`config.mk`:
```
export PLATFORM = sky130hd
export DESIGN_NAME = hilo_unit
export DESIGN_NICKNAME = d
export VERILOG_FILES = /design/src/rtl/hilo_unit_pkg.sv /design/src/rtl/hilo_unit_regs.sv /design/src/rtl/hilo_unit.sv
export SDC_FILE = /design/constraint.sdc
export NUM_CORES = 1
export LEC_CHECK = 0
export ABC_CLOCK_PERIOD_IN_PS = 3300
export BUFFER_PORTS_ARGS = -buffer_cell sky130_fd_sc_hd__buf_2
export CAP_MARGIN = 20
export CELL_PAD_IN_SITES_DETAIL_PLACEMENT = 1
export CELL_PAD_IN_SITES_GLOBAL_PLACEMENT = 1
export CORE_MARGIN = 4
export CORE_UTILIZATION = 38
export CTS_BUF_LIST = sky130_fd_sc_hd__clkbuf_4 sky130_fd_sc_hd__clkbuf_8
export DETAILED_ROUTE_END_ITERATION = 8
export PLACE_DENSITY_LB_ADDON = 0.25
export SYNTH_ARGS = -nofsm -noshare
export SYNTH_HDL_FRONTEND = slang
export SYNTH_HIERARCHICAL = 1
export SYNTH_SLANG_ARGS = --single-unit
```
`constraint.sdc`:
```
create_clock -name clk -period 3.3 [get_ports clk]
set_input_delay 0.495 -clock clk [delete_from_list [all_inputs] [get_ports clk]]
set_output_delay 0.495 -clock clk [all_outputs]
set_load 0.02 [all_outputs]
```
`src/rtl/hilo_unit_pkg.sv`:
```
// -----------------------------------------------------------------------------
// hilo_unit_pkg
//   Shared constants and types for the HI/LO multiply-sequencing stage.
//   - EX-stage op codes understood by hilo_unit (MULT/MULTU/MTHI/MTLO/MFHI/MFLO).
//   - Sequencer state encoding (HILO_IDLE / HILO_BUSY / HILO_DONE, 2 bits).
//   - HI/LO write-port select type used between the sequencer and hilo_regs.
// -----------------------------------------------------------------------------
package hilo_unit_pkg;

  localparam int DATA_W = 32;
  localparam int PROD_W = 2 * DATA_W;
  localparam int OP_W   = 8;

  // EX-stage ALU op codes (same values as the pipeline's shared op table)
  localparam logic [OP_W-1:0] EXE_MFHI_OP  = 8'b0001_0000;
  localparam logic [OP_W-1:0] EXE_MTHI_OP  = 8'b0001_0001;
  localparam logic [OP_W-1:0] EXE_MFLO_OP  = 8'b0001_0010;
  localparam logic [OP_W-1:0] EXE_MTLO_OP  = 8'b0001_0011;
  localparam logic [OP_W-1:0] EXE_MULT_OP  = 8'b0001_1000;
  localparam logic [OP_W-1:0] EXE_MULTU_OP = 8'b0001_1001;

  typedef enum logic [1:0] {
    HILO_IDLE = 2'b00,
    HILO_BUSY = 2'b01,
    HILO_DONE = 2'b10
  } hilo_state_t;

  typedef enum logic [1:0] {
    HILO_WR_NONE = 2'b00,
    HILO_WR_HI   = 2'b01,
    HILO_WR_LO   = 2'b10,
    HILO_WR_BOTH = 2'b11
  } hilo_wr_t;

  function automatic logic is_mult_op(input logic [OP_W-1:0] op);
    return (op == EXE_MULT_OP) || (op == EXE_MULTU_OP);
  endfunction

endpackage

```
`src/rtl/hilo_unit_regs.sv`:
```
// -----------------------------------------------------------------------------
// hilo_regs
//   HI/LO architectural registers with a single write port and the MFHI/MFLO
//   read mux.
//   Ports:
//     clk, resetn         clock, asynchronous active-low reset (HI=LO=0)
//     wr_sel              which of HI/LO to write this edge (none/hi/lo/both)
//     wr_hi, wr_lo        write data for HI and LO
//     rd_op               EX op code; selects HI (MFHI) or LO (MFLO), else 0
//     hi_o, lo_o          current register contents
//     mf_data             read data for MFHI/MFLO
// -----------------------------------------------------------------------------
module hilo_regs
  import hilo_unit_pkg::*;
(
  input  logic              clk,
  input  logic              resetn,
  input  hilo_wr_t          wr_sel,
  input  logic [DATA_W-1:0] wr_hi,
  input  logic [DATA_W-1:0] wr_lo,
  input  logic [OP_W-1:0]   rd_op,
  output logic [DATA_W-1:0] hi_o,
  output logic [DATA_W-1:0] lo_o,
  output logic [DATA_W-1:0] mf_data
);

  logic [DATA_W-1:0] hi_q;
  logic [DATA_W-1:0] lo_q;

  always_ff @(posedge clk or negedge resetn) begin
    if (!resetn) begin
      hi_q <= '0;
      lo_q <= '0;
    end else begin
      if ((wr_sel == HILO_WR_HI) || (wr_sel == HILO_WR_BOTH)) hi_q <= wr_hi;
      if ((wr_sel == HILO_WR_LO) || (wr_sel == HILO_WR_BOTH)) lo_q <= wr_lo;
    end
  end

  assign hi_o = hi_q;
  assign lo_o = lo_q;

  // Writers only ever update at a clock edge, so reading the registers
  // directly is always current for the instruction in EX.
  always_comb begin
    mf_data = '0;
    case (rd_op)
      EXE_MFHI_OP: mf_data = hi_q;
      EXE_MFLO_OP: mf_data = lo_q;
      default:     mf_data = '0;
    endcase
  end

endmodule

```
`src/rtl/hilo_unit.sv`:
```
// -----------------------------------------------------------------------------
// hilo_unit
//   Multiply sequencer and HI/LO stage behind the pipelined MU multiplier.
//   MULT/MULTU in EX latch their operands, pulse mu_start for one cycle and
//   stall IF..EX until MU reports a valid product, which is then committed to
//   HI/LO. MTHI/MTLO write HI/LO directly; MFHI/MFLO read them via mf_data.
//   A flush while waiting aborts the multiply; a watchdog aborts after
//   TIMEOUT busy cycles without a result and pulses mu_timeout.
//   Ports:
//     clk, resetn                  clock, asynchronous active-low reset
//     ex_valid, ex_op, ex_a, ex_b  instruction in EX (rs/rt operands)
//     flush                        kill the EX instruction this cycle
//     mu_start                     one-cycle restart pulse to MU sclr
//     mu_a, mu_b, mu_op            latched operands/op driven to MU
//     mu_result_ok, mu_p           MU product valid / 64-bit product
//     stall_req                    freeze IF..EX (combinational)
//     mf_data                      HI or LO for MFHI/MFLO, otherwise 0
//     hi_o, lo_o                   current HI/LO
//     mu_timeout                   one-cycle pulse on watchdog abort
// -----------------------------------------------------------------------------
module hilo_unit
  import hilo_unit_pkg::*;
#(
  parameter int TIMEOUT = 15
) (
  input  logic              clk,
  input  logic              resetn,
  input  logic              ex_valid,
  input  logic [OP_W-1:0]   ex_op,
  input  logic [DATA_W-1:0] ex_a,
  input  logic [DATA_W-1:0] ex_b,
  input  logic              flush,
  output logic              mu_start,
  output logic [DATA_W-1:0] mu_a,
  output logic [DATA_W-1:0] mu_b,
  output logic [OP_W-1:0]   mu_op,
  input  logic              mu_result_ok,
  input  logic [PROD_W-1:0] mu_p,
  output logic              stall_req,
  output logic [DATA_W-1:0] mf_data,
  output logic [DATA_W-1:0] hi_o,
  output logic [DATA_W-1:0] lo_o,
  output logic              mu_timeout
);

  // The busy counter is 4 bits wide; it starts at 0 in the first BUSY cycle,
  // so TIMEOUT busy cycles have elapsed when it reads TIMEOUT-1.
  localparam logic [3:0] CNT_LAST = 4'(TIMEOUT - 1);

  hilo_state_t       state;
  hilo_state_t       state_nxt;
  logic [3:0]        cnt;
  logic [3:0]        cnt_nxt;

  logic              ex_live;
  logic              go;
  logic              in_busy;
  logic              res_hit;
  logic              wd_abort;

  hilo_wr_t          wr_sel;
  logic [DATA_W-1:0] wr_hi;
  logic [DATA_W-1:0] wr_lo;

  assign ex_live = ex_valid & ~flush;
  assign in_busy = (state == HILO_BUSY);
  assign go      = ex_live & is_mult_op(ex_op) & (state == HILO_IDLE);

  // While mu_start is high MU is being restarted, so any result_ok it shows
  // belongs to an earlier operation. Flush outranks a same-cycle result.
  assign res_hit  = in_busy & ~flush & ~mu_start & mu_result_ok;
  assign wd_abort = in_busy & ~flush & ~res_hit & (cnt == CNT_LAST);

  assign stall_req = go | in_busy;

  // Next-state, counter and HI/LO write-port control
  always_comb begin
    state_nxt = state;
    cnt_nxt   = cnt;
    wr_sel    = HILO_WR_NONE;
    wr_hi     = ex_a;
    wr_lo     = ex_a;
    case (state)
      HILO_IDLE: begin
        if (go) begin
          state_nxt = HILO_BUSY;
          cnt_nxt   = '0;
        end else if (ex_live && (ex_op == EXE_MTHI_OP)) begin
          wr_sel = HILO_WR_HI;
        end else if (ex_live && (ex_op == EXE_MTLO_OP)) begin
          wr_sel = HILO_WR_LO;
        end
      end
      HILO_BUSY: begin
        cnt_nxt = cnt + 4'd1;
        if (flush) begin
          state_nxt = HILO_IDLE;
        end else if (res_hit) begin
          state_nxt = HILO_DONE;
          wr_sel    = HILO_WR_BOTH;
          wr_hi     = mu_p[PROD_W-1:DATA_W];
          wr_lo     = mu_p[DATA_W-1:0];
        end else if (wd_abort) begin
          state_nxt = HILO_IDLE;
        end
      end
      // The committed multiply is still in EX here; the pipeline now moves
      // it on, so return to IDLE without relaunching or undoing the commit.
      HILO_DONE: state_nxt = HILO_IDLE;
      default:   state_nxt = HILO_IDLE;
    endcase
  end

  // ---- Stage boundary: sequencer state, watchdog, MU launch registers ----
  always_ff @(posedge clk or negedge resetn) begin
    if (!resetn) begin
      state      <= HILO_IDLE;
      cnt        <= '0;
      mu_start   <= 1'b0;
      mu_timeout <= 1'b0;
      mu_a       <= '0;
      mu_b       <= '0;
      mu_op      <= '0;
    end else begin
      state      <= state_nxt;
      cnt        <= cnt_nxt;
      mu_start   <= go;
      mu_timeout <= wd_abort;
      // Operands stay frozen for MU through BUSY; mu_op carries signedness.
      if (go) begin
        mu_a  <= ex_a;
        mu_b  <= ex_b;
        mu_op <= ex_op;
      end
    end
  end

  hilo_regs u_regs (
    .clk     (clk),
    .resetn  (resetn),
    .wr_sel  (wr_sel),
    .wr_hi   (wr_hi),
    .wr_lo   (wr_lo),
    .rd_op   (ex_op),
    .hi_o    (hi_o),
    .lo_o    (lo_o),
    .mf_data (mf_data)
  );

endmodule

```
Word-level counts from Yosys, hierarchy flattened. Cells that the tools add are included.

Bits of input ports: 141. Output and inout bits: 171. Latch bits: 0. Bits in read-only memories: 0. Logic and storage cells: 64. Memories kept: 0. Flip-flop bits (word level): 144. RAM bits: 0.

Add/subtract/negate cells: 1. Equal/unequal tests: 13. Bitwise gates (word level): 12. Shift-type cells: 0. Reductions and logical operators: 9. $lt $le $gt $ge: 0. Divide/modulo/power cells: 0. Muxes and demuxes: 20. $mul: 0.

Operator list (number): 32-bit 2-to-1 mux (6); 32-bit one-hot mux with 2 select lines (1); 8-bit by 5-bit == test with 1-bit output (second input constant) (6); 2-bit 2-to-1 mux (9); 1-bit AND (8); 2-bit one-hot mux with 2 select lines (2); 4-bit one-hot mux with 2 select lines (1); 4-bit by 1-bit adder with 4-bit output (second input constant) (1); 2-bit by 1-bit == test with 1-bit output (second input constant) (2); 2-bit == test (second input constant) (2); 4-bit == test (second input constant) (1); 4-bit 2-to-1 mux (1); 4-bit by 2-bit != test with 1-bit output (second input constant) (1); 2-bit AND reduction (2); 1-bit logical OR (3); 1-bit NOT (3); 1-bit logical AND (2); 2-bit zero test (1); 2-bit != test (second input constant) (1); 2-bit nonzero test (1); 1-bit bitwise OR (1).

Logic depth before layout (Yosys ltp). Gate-level depths: netlist of the first run.

Word-level depth: 11. Mapped depth: 10. Gate-level depth less buffers: 4.

Hierarchy. The synthesis of the first run kept the hierarchy.

Modules (own cells, without submodules): hilo_unit (cells each 269, sequential area each 2001.9 um^2, area an instance 3950.0 um^2, times used 1); hilo_regs (cells each 214, sequential area each 1601.5 um^2, area an instance 3119.2 um^2, times used 1).

Least setup slack after synthesis of the first run. OpenSTA, ideal clock, no wires.

Path type: register to register. Start point: reg state[1]. End point: reg u_regs.lo_q[10] (netlist: u_regs/lo_o[10]). Clock period less this slack: 2325 ps. Path buffers: 6. Data required time: 3175 ps. Arrival time: 2201 ps. Cell stages (with the launch flop): 11. Slack: 975 ps. Library setup time: 125 ps. Path through: dfrtp_1 > nand2b_1 > buf_6 > or3_1 > clkbuf_1 > buf_6 > buf_6 > o21ai_0 > clkbuf_1 > buf_2 > mux2_2.

Cells in the longest elaborated chain, start to end: 9. Elaborated cells on any way between the ends: 16. Those cells by class: eq/ne (3); mux (7); bitwise (4); reduce/logical (2).

RTL lines: start: declaration (RTL line hilo_unit.sv:50) `hilo_state_t state;`; start signal: assignment (RTL line hilo_unit.sv:125) `state <= state_nxt;`; 2-bit by 1-bit == test with 1-bit output (RTL line hilo_unit.sv:66, hilo_unit.sv:83); 1-bit AND (3 in series) (RTL line hilo_unit.sv:71) `assign res_hit = in_busy & ~flush & ~mu_start & mu_result_ok;`; 2-bit 2-to-1 mux (RTL line hilo_unit.sv:98) `end else if (res_hit) begin`; 2-bit 2-to-1 mux (RTL line hilo_unit.sv:96) `if (flush) begin`; 2-bit one-hot mux with 2 select lines * (RTL line hilo_unit.sv:83) `case (state)`; via wr_sel[1] (RTL line hilo_unit.sv:61) `hilo_wr_t wr_sel;`; 2-bit == test (RTL line hilo_unit_regs.sv:36) `if ((wr_sel == HILO_WR_LO) || (wr_sel == HILO_WR_BOTH)) lo_q <= wr_lo;`; 1-bit logical OR * (RTL line hilo_unit_regs.sv:36); end signal: assignment (RTL line hilo_unit_regs.sv:36); end: declaration (RTL line hilo_unit_regs.sv:28) `logic [DATA_W-1:0] lo_q;`.

Mark *: on every way through the listed nets, which the timed path passes. The rest lies on a longest branch. A chain may end at the register's enable or synchronous reset.

Final worst setup path of the first run.
Start point: in ex_op[0]. End point: out mf_data[5].

Cells in the longest elaborated chain, start to end: 2. Elaborated cells on any way between the ends: 3. Those cells by class: eq/ne (2); mux (1).

RTL lines: start: declaration (RTL line hilo_unit.sv:29) `input logic [OP_W-1:0] ex_op,`; 8-bit by 5-bit == test with 1-bit output (RTL line hilo_unit_regs.sv:47) `case (rd_op)`; 32-bit one-hot mux with 2 select lines * (RTL line hilo_unit_regs.sv:47); end: declaration (RTL line hilo_unit.sv:40) `output logic [DATA_W-1:0] mf_data,`.

Every way passes the cells marked *; elsewhere a longest branch is shown, timed or not.

==> results_dict.tcl, run 1 <==
set metrics [dict create \
    end_kind "primary output" \
    die_x_um 144 \
    slowest_delay_ns 0.84 \
    yosys.area_share.simple_pct 7.50 \
    ir_drop_mv 0.206 \
    synthArstFlopShare_pct 100 \
    avgSynthCellArea_um2 14.6 \
    synth_warnings 6 \
    drtIter0Drc 132 \
    hp-class "in -> async" \
    cts_resized 0 \
    synth_fp_nets 626 \
    core_mm2 0.0181 \
    cts-htree-levels 4 \
    slew_viol_final 0 \
    wl_met3_um 1560 \
    cts_made_buffers 17 \
    track_usage_pct 20.0 \
    synth_enable_flop_cells 0 \
    ant_nets 0 \
    critPathMostFrequentCell "buf_2" \
    synthDominantCellAreaShare_pct 51.0 \
    cp_cell_sequence "buf_2 > or3b_2 > buf_4 > nor3_2 > buf_2" \
    p_leak_uw 0.00513 \
    initial_core_util_pct 39.0 \
    insertion_delay_ns 0.44 \
    cts_tree "yes" \
    timing.setup.tns_ns 0 \
    synth_area_leader_cell "dfrtp_1" \
    hold_viol 0 \
    yosysMostFrequentCell "mux2_2" \
    synth_cells 483 \
    startpoint_type "primary input" \
    numPortBuffers 311 \
    die_area_mm2 0.0208 \
    route.met2.wl_um 11200 \
    synth_compound_area_share_pct 0.442 \
    antenna_found_initial 1 \
    rsz0062_at_grt "no" \
    outcome "finished clean" \
    finalWorstSetupSlack_ns 0.626 \
    vias_per_cell 5.00 \
    synth_seq_cells 144 \
    synth-adder-area-share_pct 0.354 \
    cts.path.max_buffers 2 \
    synthTopCellsByCount "160 x mux2_2, 144 x dfrtp_1, 32 x mux2i_1" \
    crit_path_max_fanout 24 \
    power_uw 3880 \
    routed.top_layer "met4" \
    dp_hpwl_um 16300 \
    clk_pin_slew_ns 0.09 \
    critPathBufInv 3 \
    wl_per_cell_um 20.8 \
    synthesis.area_mm2 0.00707 \
    grt_pass1_wl_um 32100 \
    period_minus_slack_ns 2.67 \
    crit_type "in -> out" \
    wirelength_um 21500 \
    cts_root_buffer "clkbuf_8" \
    drive_gt1_share_pct 72.4 \
    wirelength_met1_um 8340 \
    path_depth 5 \
    io-pin-count 312 \
    synth_top_family_by_area "multiplexers" \
    arrival_ns 2.18 \
    post-cts-setup-buffers 0 \
    cpLargestDelayFamily "simple AND/OR/NAND/NOR gates" \
    vias 5164 \
    fin_nets 931 \
    synth_mux_area_share_pct 36.7 \
    drc 0 \
    synth_area_leaders "dfrtp_1 51%, mux2_2 25%, mux2_4 5.7%" \
    grt_pass1_vias 5748 \
    required_ns 2.80 \
    area_growth_pct 30.3 \
    powerDensity_mw_per_mm2 422 \
    yosys_most_used_dff "dfrtp_1" \
    grt_max_degree 78 \
    synth.yosys.seq_area_share_pct 51.0 \
    maxCapViolCount 0 \
    worstRegToRegCells 5 \
    rows 49 \
    finalCritPeriodShare_pct 81.0 \
    critPathSlowestCell "or3b_2" \
    grt_overflow 0 \
    fmax_mhz 374 \
    setup_violations 0 \
    dieHeight_um 144 \
    gp_congestion 0.804 \
    worst_pin_slew_ns 0.958 \
    dr.pass1.iters 4 \
    post-place-ws_ns 0.637 \
    synth_xor_area_share_pct 0.248 \
    yosysUniqueCellTypes 35 \
    slew_headroom_pct 36.1 \
    skew_ns 0.0141 \
    postCtsHoldBufs 0 \
    cts_sinks 144 \
]
## layer usage
layer	vias up	GRT usage, %
met5	-	0
met4	0	5.74
met3	25	5.95
met2	210	35.7
met1	2578	23.4
li1	2351	-
## worst paths after layout
path	start	endpoint	slack, ns
worst max-delay path	ex_op[0]	mf_data[5]	0.63
worst min-delay path	resetn	mu_a[10]$_DFFE_PN0P_	0.06
worst max register to register	state[1]$_DFFE_PN0P_	u_regs/hi_o[25]$_DFFE_PN0P_	0.65
worst min register to register	mu_op[5]$_DFFE_PN0P_	mu_op[5]$_DFFE_PN0P_	0.49
max in group asynchronous	resetn	mu_b[26]$_DFFE_PN0P_	2.37
min in group clk	flush	mu_timeout$_DFF_PN0_	0.27
## cells in the final DEF (no fill, tap or decap), drive strengths merged
cell type / netlist / routed
nand4: 2 / 2
nor2b: 1 / 1
and4: 1 / 1
o22ai: 2 / 2
nand2b: 5 / 5
nor4: 1 / 1
dfrtp: 144 / 144
nor3: 32 / 32
nor3b: 1 / 1
clkinv: 0 / 2
clkinvlp: 0 / 4
nand3b: 1 / 1
nor4b: 2 / 2
nand3: 2 / 2
mux2: 193 / 193
or3: 1 / 1
inv: 2 / 7
ha: 2 / 2
mux2i: 32 / 32
diode: 0 / 3
a31o: 1 / 1
nor2: 3 / 3
or3b: 1 / 1
bufinv: 0 / 2
and2: 5 / 5
nand2: 6 / 6
nand4b: 1 / 1
buf: 30 / 323
clkbuf: 7 / 19
o21ai: 2 / 2
xor2: 2 / 2
or4: 1 / 1
## power breakdown
part | switching, uW | leakage [uW] | internal [uW]
sequential | 59.3 | 0.00195 | 1850
combinational | 296 | 0.00298 | 236
clock | 721 | 0.000196 | 726
## flip-flops by register name (all words and copies together) (netlist names)
name,flops
u_regs/lo_o,32
mu_a,32
mu_start,1
cnt,4
u_regs/hi_o,32
mu_timeout,1
mu_b,32
state,2
mu_op,8
## final cells by class
cell class	count	area, um2
Antenna cell	3	7.51
Clock buffer	19	262
Clock inverter	13	151
Fill cell	1974	8940
Inverter	2	7.51
Multi-Input combinational cell	300	3230
Sequential cell	144	3600
Tap cell	229	287
Timing Repair Buffer	323	1670
## per-stage QoR
stage,hold WS [ns],utilization [%],area (um2),instances
4_1_cts,0.0754,50.7,9200,1030
2_1_floorplan,0.199,-,7070,483
5_1_grt,0.0975,50.7,9210,1031
3_5_place_dp,0.464,48.4,8790,998
3_3_place_gp,0.451,48.4,8790,998
6_report,0.0578,50.8,9210,1033
## worst reg2reg max path, cell delays in order (launching register included)
cell and delay [ns]:
dfrtp_1 0.40, nand2b_1 0.32, or3_4 0.60, buf_4 0.52, mux2_2 0.41, mux2_1 0.29
## kinds of logic after synthesis
family | after synthesis
mux | 225
xor+xnor | 2
flops | 144
fa+ha+maj | 2
buf+inv | 39
compound gates | 5
simple gates | 66
Power figures use the tool's default switching activity.
==> inputs of run 2 (changes only) <==
Settings changed: ABC_CLOCK_PERIOD_IN_PS 3300 to 2600.
Clock period 3.3 ns to 2.6 ns, I/O delays scaled along.
==> run 2 against run 1 <==
Net effect:
- power grew 29%
- non-clock buffer count grew 2
- routed wire length shrank 1.3%
- sequential share of layout area shrank 0.33 points
- critical path depth grew 1
- clock power grew 32%
- cell area grew 0.86%
- clock skew shrank 0.0055 ns
- register-to-register slack lost 0.33 ns
- die area is the same
==> results_dict.tcl, run 2 (synthesis gave the netlist of run 1 again) <==
set metrics [dict create \
    outcome "finished clean" \
    initial_core_util_pct 39.0 \
    gp_congestion 0.796 \
    startpoint_type "flip-flop" \
    layout_commonest_cell "buf_2" \
    grt_max_degree 84 \
    fillers 1943 \
    critPathBufInv 2 \
    powerDensity_mw_per_mm2 540 \
    fmax_mhz 438 \
    cts_tree "yes" \
    crit_path_max_fanout 67 \
    post-place-ws_ns 0.297 \
    die_x_um 144 \
    insertion_delay_ns 0.44 \
    dp_hpwl_um 15900 \
    cts_root_buffer "clkbuf_8" \
    antenna_found_initial 0 \
    slew_headroom_pct 49.6 \
    arrival_ns 2.60 \
    dr.pass1.iters 4 \
    layout_common_cells "310 x buf_2, 160 x mux2_2, 144 x dfrtp_1" \
    drc 0 \
    crit_type "reg -> reg" \
    reg2reg_from "state[1]$_DFFE_PN0P_" \
    finalCritPeriodShare_pct 87.9 \
    cts_sinks 144 \
    critPathSlowestCell "or3_4" \
    vias 5197 \
    wirelength_um 21200 \
    cpLargestDelayFamily "simple AND/OR/NAND/NOR gates" \
    cts_made_buffers 17 \
    grt_pass1_wl_um 32300 \
    core_mm2 0.0181 \
    crit_start "state[1]$_DFFE_PN0P_" \
    cts.path.max_buffers 2 \
    timing.setup.tns_ns 0 \
    maxCapViolCount 0 \
    vias_per_cell 5.03 \
    dieHeight_um 144 \
    wl_per_cell_um 20.5 \
    hp-class "in -> reg" \
    ant_nets 0 \
    rsz0062_at_grt "no" \
    period_minus_slack_ns 2.28 \
    ir_drop_mv 0.319 \
    area_growth_pct 31.4 \
    fin_nets 933 \
    cp_cell_sequence "nand2b_1 > or3_4 > buf_12 > o21ai_4 > buf_4 > mux2_2" \
    grt_pass1_vias 5842 \
    multi_input_area_mm2 0.00323 \
    io-pin-count 312 \
    drive_gt1_share_pct 72.3 \
    slew_viol_final 0 \
    grt_overflow 0 \
    worst_pin_slew_ns 0.756 \
    setup_violations 0 \
    slowest_delay_ns 0.44 \
    cts_resized 0 \
    end_kind "flip-flop" \
    finalWorstSetupSlack_ns 0.316 \
    drtIter0Drc 120 \
    cts-htree-levels 4 \
    hold_viol 0 \
    clk_pin_slew_ns 0.08 \
    die_area_mm2 0.0208 \
    track_usage_pct 20.0 \
    rows 49 \
    seqCellArea_mm2 0.00360 \
    numPortBuffers 311 \
    skew_ns 0.00855 \
    min_from "flush" \
    p_leak_uw 0.00517 \
    required_ns 2.92 \
]
==> run 2: metal layers <==
layer	global-route usage [%]	part of all wire [%]
met5	0	0
met3	6.08	7.9
met4	8.49	2.9
met1	22.6	38
met2	35.0	51
==> run 2: stage by stage <==
stage          hold WS (ns)  power (uW)  area [um2]  util (%)  instances
2_1_floorplan        0.0944        2800        7070         -        483
3_3_place_gp          0.405        3120        8850      48.8        999
3_5_place_dp          0.412        3150        8850      48.8        999
4_1_cts               0.138        5100        9280      51.2       1031
5_1_grt               0.143        5270        9280      51.2       1031
6_report              0.175        5020        9290      51.2       1033
==> run 2: area by class of cell <==
| type | instances | share of cell area [%] |
|---|---|---|
| Sequential cell | 144 | 38.8 |
| Multi-Input combinational cell | 300 | 34.7 |
| Timing Repair Buffer | 325 | 18.7 |
| Tap cell | 229 | 3.08 |
| Clock buffer | 17 | 2.52 |
| Clock inverter | 14 | 2.07 |
| Inverter | 2 | 0.0808 |
| Antenna cell | 2 | 0.0539 |
==> run 2: what timing repair did <==
action | 4_1_cts | 5_1_grt
hold buffers | 1 | 0
setup buffers | 0 | 0
endpoints found under the hold margin | 144 | 0
==> run 2: path summary, 6_finish.rpt <==
path	endpoint	slack, ns	cells after the start
min in group asynchronous	u_regs/lo_o[12]$_DFFE_PN0P_	0.49	3
worst max-delay path	u_regs/lo_o[0]$_DFFE_PN0P_	0.32	6
worst max register to register	u_regs/lo_o[0]$_DFFE_PN0P_	0.32	6
worst min-delay path	mu_timeout$_DFF_PN0_	0.17	2
worst min register to register	mu_op[4]$_DFFE_PN0P_	0.49	1
max in group asynchronous	u_regs/lo_o[15]$_DFFE_PN0P_	1.68	3
==> run 2: power breakdown <==
part / switching [uW] / internal (uW)
clock: 872 / 1040
sequential: 77.6 / 2340
combinational: 378 / 306
total: 1330 / 3690
==> run 2: worst reg2reg max path: stages (launching register included) <==
cell and delay, ns:
dfrtp_1 0.41, nand2b_1 0.30, or3_4 0.44, buf_12 0.24
o21ai_4 0.14, buf_4 0.27, mux2_2 0.37
==> inputs of run 3 (changes only) <==
Settings changed: GPL_TIMING_DRIVEN from default to 0.
==> run 3 against run 2 <==
Net effect:
- non-clock buffer count up 24
- cell area is 1.2% higher
- combinational power barely moved
- utilization grew 0.61 points
- maximum frequency fell by 6.5%
- via count increased by 2.5%
- first-iteration DRC count decreased by 2.5%
- worst setup slack worse by 0.16 ns
- critical endpoint is now u_regs/lo_o[9]$_DFFE_PN0P_
- largest cell class unchanged
- highest routed layer unchanged
==> results_dict.tcl, run 3 (synthesis gave the netlist of run 1 again) <==
set metrics [dict create \
    initial_core_util_pct 39.0 \
    gp_congestion 0.781 \
    cts_root_buffer "clkbuf_8" \
    area_growth_pct 33.0 \
    hp-class "in -> reg" \
    fin_nets 957 \
    cts_made_buffers 17 \
    min_delay_path_depth 2 \
    holdWs_ns 0.156 \
    reg2reg_from "state[1]$_DFFE_PN0P_" \
    slew_viol_final 0 \
    internal-power_uw 3530 \
    die_x_um 144 \
    startpoint_type "flip-flop" \
    powerDensity_mw_per_mm2 522 \
    numPortBuffers 311 \
    vias_per_cell 5.04 \
    fillers 1948 \
    switching_share_pct 28.1 \
    dr.pass1.iters 4 \
    grt_pass1_vias 6060 \
    wirelength_um 23200 \
    end_kind "flip-flop" \
    layout_commonest_cell "buf_2" \
    worst_pin_slew_ns 0.680 \
    ff2ff_setup_slack_ns 0.16 \
    ir_drop_mv 0.288 \
    wl_per_cell_um 21.9 \
    vias 5325 \
    insertion_delay_ns 0.44 \
    io-pin-count 312 \
    track_usage_pct 21.9 \
    grt_overflow 0 \
    clk_pin_slew_ns 0.08 \
    cts.path.max_buffers 2 \
    placed_cells 1024 \
    slew_headroom_pct 54.7 \
    p_switching_uw 1380 \
    power_frac_clock_pct 36.8 \
    skew_ns 0.00920 \
    ant_nets 0 \
    grt_pass1_wl_um 34500 \
    whs_endpoint "mu_timeout$_DFF_PN0_" \
    hold_viol 0 \
    fmax_mhz 409 \
    r2r_end "u_regs/lo_o[9]$_DFFE_PN0P_" \
    setup_violations 0 \
    fin_cells 1057 \
    arrival_ns 2.77 \
    timing.setup.tns_ns 0 \
    drtIter0Drc 117 \
    required_ns 2.92 \
    final_area_mm2 0.00940 \
    drc 0 \
    finalCritPeriodShare_pct 94.0 \
    crit_type "reg -> reg" \
    cts-htree-levels 4 \
    dieHeight_um 144 \
    layout_common_cells "325 x buf_2, 160 x mux2_2, 144 x dfrtp_1" \
    antenna_found_initial 1 \
    cts_tree "yes" \
    drive_gt1_share_pct 72.3 \
    min_from "flush" \
    power_uw 4910 \
    grt_max_degree 76 \
    maxCapViolCount 0 \
    period_minus_slack_ns 2.44 \
    rows 49 \
    worstRegToRegCells 9 \
    die_area_mm2 0.0208 \
    p_leak_uw 0.00524 \
    multi_input_area_mm2 0.00321 \
    seq_power_share_pct 49.2 \
    cts_sinks 144 \
    crit_path_max_fanout 10 \
    placed_area_mm2 0.00895 \
    seqCellArea_mm2 0.00360 \
    outcome "finished clean" \
    combPwrFrac_pct 14.0 \
    core_mm2 0.0181 \
    dp_hpwl_um 17900 \
]
## run 3: cell count changes in the layout (fill, tap and decap cells not counted), moves of 2 or more
| cell | previous run | this run |
|---|---|---|
| buf_12 | 5 | 3 |
| buf_4 | 8 | 5 |
| bufinv_16 | 4 | 2 |
| clkbuf_1 | 0 | 4 |
| buf_2 | 310 | 325 |
| inv_6 | 0 | 4 |
| clkinv_4 | 4 | 1 |
| buf_6 | 1 | 9 |
## run 3: final cells by class
type / instances / share of cell area, %
Inverter: 2 / 0.0799
Buffer: 35 / 3.03
Antenna cell: 1 / 0.0266
Multi-Input combinational cell: 300 / 34.2
Clock buffer: 18 / 2.57
Clock inverter: 14 / 1.65
Sequential cell: 144 / 38.3
Timing Repair Buffer: 314 / 17.1
Tap cell: 229 / 3.05
## run 3: worst max-delay path by stage
stage / startpoint / end
after global routing: state[1]$_DFFE_PN0P_ / u_regs/lo_o[9]$_DFFE_PN0P_
after CTS: state[1]$_DFFE_PN0P_ / u_regs/lo_o[18]$_DFFE_PN0P_
final: state[1]$_DFFE_PN0P_ / u_regs/lo_o[9]$_DFFE_PN0P_
after floorplan: state[1]$_DFFE_PN0P_ / u_regs/lo_o[10]$_DFFE_PN0P_
after global placement: resetn / mu_b[0]$_DFFE_PN0P_
after detailed placement: state[1]$_DFFE_PN0P_ / u_regs/lo_o[18]$_DFFE_PN0P_
## run 3: critical path: stages, from the launching register on
cell	delay (ns)
dfrtp_1	0.42
nand2b_1	0.16
buf_6	0.14
or3_1	0.43
buf_6	0.20
buf_6	0.17
o21ai_0	0.08
buf_4	0.19
buf_6	0.18
mux2_2	0.36
## run 3: stage by stage
step           utilization, %  setup WS (ns)
6_report                 51.8          0.156
3_3_place_gp             49.1         -0.920
3_5_place_dp             49.3         -0.265
2_1_floorplan               -          0.275
4_1_cts                  51.6        -0.0419
5_1_grt                  51.8       -0.00138
## run 3: power by group through the flow
stage	Sequential [uW]	Combinational, uW	Clock, uW
after floorplan	2570	234	0
after global placement	2450	665	0
after detailed placement	2460	694	0
after CTS	2420	696	1870
after global routing	2430	746	1990
final	2420	687	1800
## run 3: per-layer routing
metal	GRT usage, %	part of all wire, %	up-vias
met5	0	0	-
met4	7.27	2.2	0
met3	6.91	8.0	35
met2	38.7	51	228
met1	25.1	39	2662
li1	-	-	2400
## run 3: repair_timing
action / in CTS / in global routing
gates resized for setup: 7 / 9
hold buffers: 1 / 0
pin swaps: 0 / 0
endpoints found under the setup margin: 60 / 61
buffers inserted: 0 / 1
endpoints found under the hold margin: 69 / 0
